### config.mk
export PLATFORM = sky130hd
export DESIGN_NAME = hazard_ctrl
export DESIGN_NICKNAME = d
export VERILOG_FILES = /design/src/rtl/hazard_pkg.sv /design/src/rtl/mul_occupancy_timer.sv /design/src/rtl/hazard_ctrl.sv
export SDC_FILE = /design/constraint.sdc
export NUM_CORES = 1
export LEC_CHECK = 0
export CAP_MARGIN = 20
export CORE_MARGIN = 4
export CORE_UTILIZATION = 30
export DETAILED_ROUTE_END_ITERATION = 12
export HOLD_SLACK_MARGIN = 0.1
export PLACE_DENSITY = 0.66
export SLEW_MARGIN = 10
export SYNTH_ARGS = -nofsm -noshare
export SYNTH_HDL_FRONTEND = slang
export SYNTH_SLANG_ARGS = --single-unit
### constraint.sdc
create_clock -name clk_i -period 3.24 [get_ports clk_i]
set_clock_uncertainty 0.15 [all_clocks]
set_input_delay 0.648 -clock clk_i [delete_from_list [all_inputs] [get_ports clk_i]]
set_output_delay 0.648 -clock clk_i [all_outputs]
set_load 0.01 [all_outputs]
### src/rtl/hazard_pkg.sv
// rtl/hazard_pkg.sv - shared types, constants and register-match helper for hazard_ctrl
//
// Purpose : state encoding, register-index width and the source-register
//           match function used by the hazard controller.
// Exports : hz_state_e, REG_W, REG_ZERO, reg_match()
package hazard_pkg;

   localparam int REG_W = 5;

   localparam logic [REG_W-1:0] REG_ZERO = 5'd0;

   typedef enum logic {
      ST_RUN      = 1'b0,
      ST_MUL_BUSY = 1'b1
   } hz_state_e;

   // r matches the ID instruction's sources; x0 is hard-wired and never matches.
   function automatic logic reg_match(input logic [REG_W-1:0] r,
                                      input logic [REG_W-1:0] rs1,
                                      input logic [REG_W-1:0] rs2,
                                      input logic             uses_rs2);
      return (r != REG_ZERO) && ((r == rs1) || (uses_rs2 && (r == rs2)));
   endfunction

endpackage

### src/rtl/mul_occupancy_timer.sv
// rtl/mul_occupancy_timer.sv - down-counter tracking remaining EX occupancy of a multiply
//
// Purpose : loaded when a multiply enters MUL_BUSY, counts down while busy,
//           cleared by reset or redirect, flags when it has reached zero.
// Ports   : clk_i   clock
//           rst_i   synchronous active-low reset
//           load_i  RUN-to-MUL_BUSY transition this cycle
//           dec_i   in MUL_BUSY this cycle
//           clear_i redirect kills the multiply
//           zero_o  counter is zero
module mul_occupancy_timer #(
   parameter int MUL_CYCLES = 3
) (
   input  logic clk_i,
   input  logic rst_i,
   input  logic load_i,
   input  logic dec_i,
   input  logic clear_i,
   output logic zero_o
);

   localparam int W = $clog2(MUL_CYCLES);
   localparam logic [W-1:0] LOAD_VAL = W'(MUL_CYCLES - 2);
   localparam logic [W-1:0] ONE      = W'(1);

   logic [W-1:0] cnt_q;

   always_ff @(posedge clk_i) begin
      if (!rst_i || clear_i) begin
         cnt_q <= '0;
      end else if (load_i) begin
         cnt_q <= LOAD_VAL;
      end else if (dec_i && (cnt_q != '0)) begin
         cnt_q <= cnt_q - ONE;
      end
   end

   assign zero_o = (cnt_q == '0);

endmodule

### src/rtl/hazard_ctrl.sv
// rtl/hazard_ctrl.sv - pipeline hazard controller: load-use/branch stalls, multiply hold, redirect flush
//
// Purpose : drives the ID/EX bubble-mux selects and front-end enables, and
//           counts bubble cycles (saturating).
// Ports   : clk_i, rst_i (sync, active-low)
//           id_rs1_i, id_rs2_i, id_uses_rs2_i, id_branch_i, branch_taken_i  ID stage
//           ex_rd_i, ex_reg_write_i, ex_mem_read_i, ex_mul_i                 EX stage
//           mem_rd_i, mem_mem_read_i                                         MEM stage
//           redirect_i                                                       trap/redirect from MEM
//           pc_write_o, ifid_write_o, ifid_flush_o                           front-end controls
//           stall_select_o, flush_select_o, ex_hold_o, ex_flush_o            ID/EX and EX controls
//           bubble_cnt_o                                                     bubble-cycle counter
module hazard_ctrl
   import hazard_pkg::*;
#(
   parameter int MUL_CYCLES = 3,
   parameter int CNT_W      = 32
) (
   input  logic             clk_i,
   input  logic             rst_i,
   input  logic [4:0]       id_rs1_i,
   input  logic [4:0]       id_rs2_i,
   input  logic             id_uses_rs2_i,
   input  logic             id_branch_i,
   input  logic             branch_taken_i,
   input  logic [4:0]       ex_rd_i,
   input  logic             ex_reg_write_i,
   input  logic             ex_mem_read_i,
   input  logic             ex_mul_i,
   input  logic [4:0]       mem_rd_i,
   input  logic             mem_mem_read_i,
   input  logic             redirect_i,
   output logic             pc_write_o,
   output logic             ifid_write_o,
   output logic             ifid_flush_o,
   output logic             stall_select_o,
   output logic             flush_select_o,
   output logic             ex_hold_o,
   output logic             ex_flush_o,
   output logic [CNT_W-1:0] bubble_cnt_o
);

   localparam logic [CNT_W-1:0] CNT_ONE = {{(CNT_W-1){1'b0}}, 1'b1};

   hz_state_e        state_q;
   logic             cnt_zero;
   logic             ex_match;
   logic             mem_match;
   logic             hold;
   logic             stall;
   logic             enter_mul;
   logic [CNT_W-1:0] bubble_cnt_q;

   assign ex_match  = reg_match(ex_rd_i, id_rs1_i, id_rs2_i, id_uses_rs2_i);
   assign mem_match = reg_match(mem_rd_i, id_rs1_i, id_rs2_i, id_uses_rs2_i);

   // The multiply holds from the cycle it is seen in EX until the timer drains;
   // the cycle where the timer reads zero is the release cycle.
   assign hold = ((state_q == ST_RUN) && ex_mul_i) ||
                 ((state_q == ST_MUL_BUSY) && !cnt_zero);

   // Branches compare in ID, so they need ALU results from EX and load data
   // from MEM that the forwarding network cannot yet provide.
   assign stall = (ex_mem_read_i && ex_match) ||
                  (id_branch_i && ((ex_reg_write_i && ex_match) ||
                                   (mem_mem_read_i && mem_match)));

   assign enter_mul = !redirect_i && (state_q == ST_RUN) && ex_mul_i;

   mul_occupancy_timer #(
      .MUL_CYCLES (MUL_CYCLES)
   ) u_timer (
      .clk_i   (clk_i),
      .rst_i   (rst_i),
      .load_i  (enter_mul),
      .dec_i   (state_q == ST_MUL_BUSY),
      .clear_i (redirect_i),
      .zero_o  (cnt_zero)
   );

   always_ff @(posedge clk_i) begin
      if (!rst_i) begin
         state_q <= ST_RUN;
      end else if (redirect_i) begin
         state_q <= ST_RUN;
      end else begin
         case (state_q)
            ST_RUN:      if (ex_mul_i) state_q <= ST_MUL_BUSY;
            ST_MUL_BUSY: if (cnt_zero) state_q <= ST_RUN;
            default:     state_q <= ST_RUN;
         endcase
      end
   end

   // Mealy outputs. Taken-branch flush sits below HOLD and STALL because the
   // branch outcome is computed from stale operands in those cycles.
   always_comb begin
      pc_write_o     = 1'b1;
      ifid_write_o   = 1'b1;
      ifid_flush_o   = 1'b0;
      stall_select_o = 1'b0;
      flush_select_o = 1'b0;
      ex_hold_o      = 1'b0;
      ex_flush_o     = 1'b0;
      if (!rst_i) begin
         pc_write_o     = 1'b0;
         ifid_write_o   = 1'b0;
         ifid_flush_o   = 1'b1;
         flush_select_o = 1'b1;
         ex_flush_o     = 1'b1;
      end else if (redirect_i) begin
         ifid_flush_o   = 1'b1;
         flush_select_o = 1'b1;
         ex_flush_o     = 1'b1;
      end else if (hold) begin
         ex_hold_o    = 1'b1;
         ex_flush_o   = 1'b1;
         pc_write_o   = 1'b0;
         ifid_write_o = 1'b0;
      end else if (stall) begin
         stall_select_o = 1'b1;
         pc_write_o     = 1'b0;
         ifid_write_o   = 1'b0;
      end else if (id_branch_i && branch_taken_i) begin
         ifid_flush_o = 1'b1;
      end
   end

   always_ff @(posedge clk_i) begin
      if (!rst_i) begin
         bubble_cnt_q <= '0;
      end else if ((stall_select_o || ex_hold_o) && (bubble_cnt_q != '1)) begin
         bubble_cnt_q <= bubble_cnt_q + CNT_ONE;
      end
   end

   assign bubble_cnt_o = bubble_cnt_q;

endmodule
==> impl_metrics.toml <==
[synth]
synth_nets = 292
yosysMostFrequentCell = "nand2_1"
synth_edf_count = 0
netlist_area_um2 = 2173
synth_common_cells = "nand2_1, dfxtp_1, xnor2_1, mux2i_1, nand3_1"
synthCells = 260
ys_ff_latch = 35
synth_cell_types = 42
yosys.area.top_type_share = 0.3224
avgSynthCellArea_um2 = 8.359
synth-async-reset-ratio = 0
yosys_warnings = 0
yosysSeqAreaShare = 0.3224
synthTopCellsByArea = "dfxtp_1, xnor2_1, mux2i_1, nand2_1, nand3_1"
synthFlopType = "dfxtp_1"
yosysTopAreaCell = "dfxtp_1"

[critical_path]
required_ps = 2440
start_kind = "primary input"
r2r_cells = 9
critical_path_depth = 7
critPathBufInv = 2
cp_max_fo = 3
cp_slowest_stage_delay_ps = 520
path_cells = "clkdlybuf4s50_1, xnor2_1, nand4_1, o22ai_4, a22oi_1, nor2_1, clkdlybuf4s15_1"
cp-end-kind = "output port"
critical_path_arrival_ps = 2290
critPathKind = "in2out"
cp_slowest_cell = "clkdlybuf4s50_1"
crit_family = "buffers and inverters"

[cts]
cts_buffer_depth = 2
clkSinkCount = 35
tritoncts = "built"
cts_inserted_buffers = 5
postCtsSetupRepairBufs = 0
cts-htree-levels = 2
path_clk_slew_ps = 70
clk_latency_ps = 290
cts_root_buffer = "clkbuf_8"

[route]
routedWlPerCell_um = 13.57
drt_first_pass_iters = 4
drc_errors = 0
viasPerCell = 4.768
drt-total-wl_um = 5905
detail_route.iter0.violations = 84
antenna_left = 0
vias = 2074

[placed_design]
pre_cts_slack_ps = -399.7
hpwl_um = 4651
io_buffers = 68
gp_congestion = 0.8454

[power]
pwr-share-comb = 0.156
internal-power_uw = 743.2
power_density_nw_per_um2 = 317.3
power.share.switching = 0.2518
ir_drop_uv = 126.1
power_uw = 993.3
seqPwrFrac = 0.437
clkPwrFrac = 0.407
net-switching-power_uw = 250.1
leakage_uw = 0.001178

[cells_and_area]
fin_util = 0.4533
area_growth_pct = 44.04
diodes = 0
layout.nets = 370
layout-drive-gt1-share = 0.1121

[job]
drv_cap = 0

[floorplanning]
start_util = 0.3147
core_um2 = 6907
ios = 69
die_w_um = 93.12
dieArea_um2 = 8670
num_rows = 30
die_h_um = 93.12

[timing]
finalSetupTns_ps = 0
slew_headroom = 0.6510
finalCritPeriodShare = 0.9521
tightest_slew_ps = 518.0
finalSetupViolCount = 0
period_needed_ps = 3085
final_max_slew_viol_count = 0
fmax_mhz = 324.2
timing.final.ws_setup_ps = 155.1
hold_viol = 0
grt_setup_unrepaired = "no"

[outcome]
status = "finished clean"

[grt]
grt_pass1_vias = 2015
antenna_found_initial = 0
grt_max_degree = 41
grtUsageTotal = 0.1411
grt_overflow = 0
grt_pass1_wl_um = 9756

[min_path]
min_path_type = "reg2reg"
hold-path-cell-count = 2
## state kept, by name, indices dropped and copies added (netlist names)
name           cells
u_timer.cnt_q      2
state_q            1
bubble_cnt_o      32
## final timing paths
kind | startpoint | end | slack (ps)
max | ex_rd_i[0] | stall_select_o | 160
min | u_timer.cnt_q[1]$_SDFFE_PP0P_ | u_timer.cnt_q[1]$_SDFFE_PP0P_ | 340
max reg2reg | u_timer.cnt_q[0]$_SDFFE_PP0P_ | bubble_cnt_o[19]$_SDFFE_PN0P_ | 950
min reg2reg | u_timer.cnt_q[1]$_SDFFE_PP0P_ | u_timer.cnt_q[1]$_SDFFE_PP0P_ | 340
## power by group through the flow
stage               Sequential [uW]  Clock (uW)  Combinational [uW]
finish                          434         404                 155
CTS                             434         409                 157
global route                    435         430                 168
floorplan                       445           0                77.5
detailed placement              444           0                 160
global placement                444           0                 158
## layout make-up
type	instances	area, um2
repair buffers	79	760.7
well taps	96	120.1
fillers	703	3776
flip-flops and latches	35	700.7
multi-input cells	211	1414
inverters	6	22.52
clock inverters	3	43.79
clock buffers	5	68.82
## placed cells by master (no fill, tap or decap), types with 2 or more instances in the layout
master	n
clkdlybuf4s50_1	61
nand2_1	41
dfxtp_1	35
xnor2_1	26
nand3_1	22
mux2i_1	22
nor2_1	19
nand2b_1	17
buf_4	10
nand4_1	8
and3_1	6
inv_1	5
a21oi_1	5
clkbuf_8	5
nor3_1	4
o21ai_0	4
nor4_1	4
or3_1	3
and3_4	3
buf_2	3
a21oi_2	2
nor2_2	2
and4_1	2
and2_1	2
ha_1	2
dlygate4sd2_1	2
## stage by stage
stage                     hold WS (ps)  instance area (um2)  cells
after global routing             386.3                 3131    435
after detailed placement         330.1                 3033    427
after floorplan                  304.4                 2173    260
final                            340.3                 3131    435
after CTS                        346.4                 3128    435
after global placement           313.5                 3033    427
## logic make-up after synthesis
logic type / share of synthesized area
xor gates and xnor gates: 0.1048
adders and majority gates: 0.01151
and+or+nand+nor: 0.3305
buffers and inverters: 0.02706
AOI/OAI and AO/OA: 0.1025
DFF: 0.3224
muxes: 0.1013
## layer usage
layer	GRT usage	wire length [um]	vias up
met4	0.04029	90	0
met1	0.1815	2750	959
met2	0.2322	2828	35
li1	-	-	1071
met5	0	0	-
met3	0.03701	236	9
## worst register-to-register path, stage by stage, from the launching register on
cell and delay, ps:
dfxtp_1 350, inv_1 50, ha_1 180, nand2b_1 190
o21a_1 190, nor2_2 200, a31oi_4 70, a211o_1 350
or3_1 360, a21oi_1 140
## timing repair
| item | 4_1_cts | 5_1_grt |
|---|---|---|
| hold buffers | 0 | 0 |
| resized for setup | 16 | 1 |
| gates cloned | 0 | 0 |
| endpoints found under the hold margin | 0 | 0 |
| pin swaps | 6 | 5 |
| setup endpoints to repair | 4 | 4 |
(Power assumes the default switching activity.)
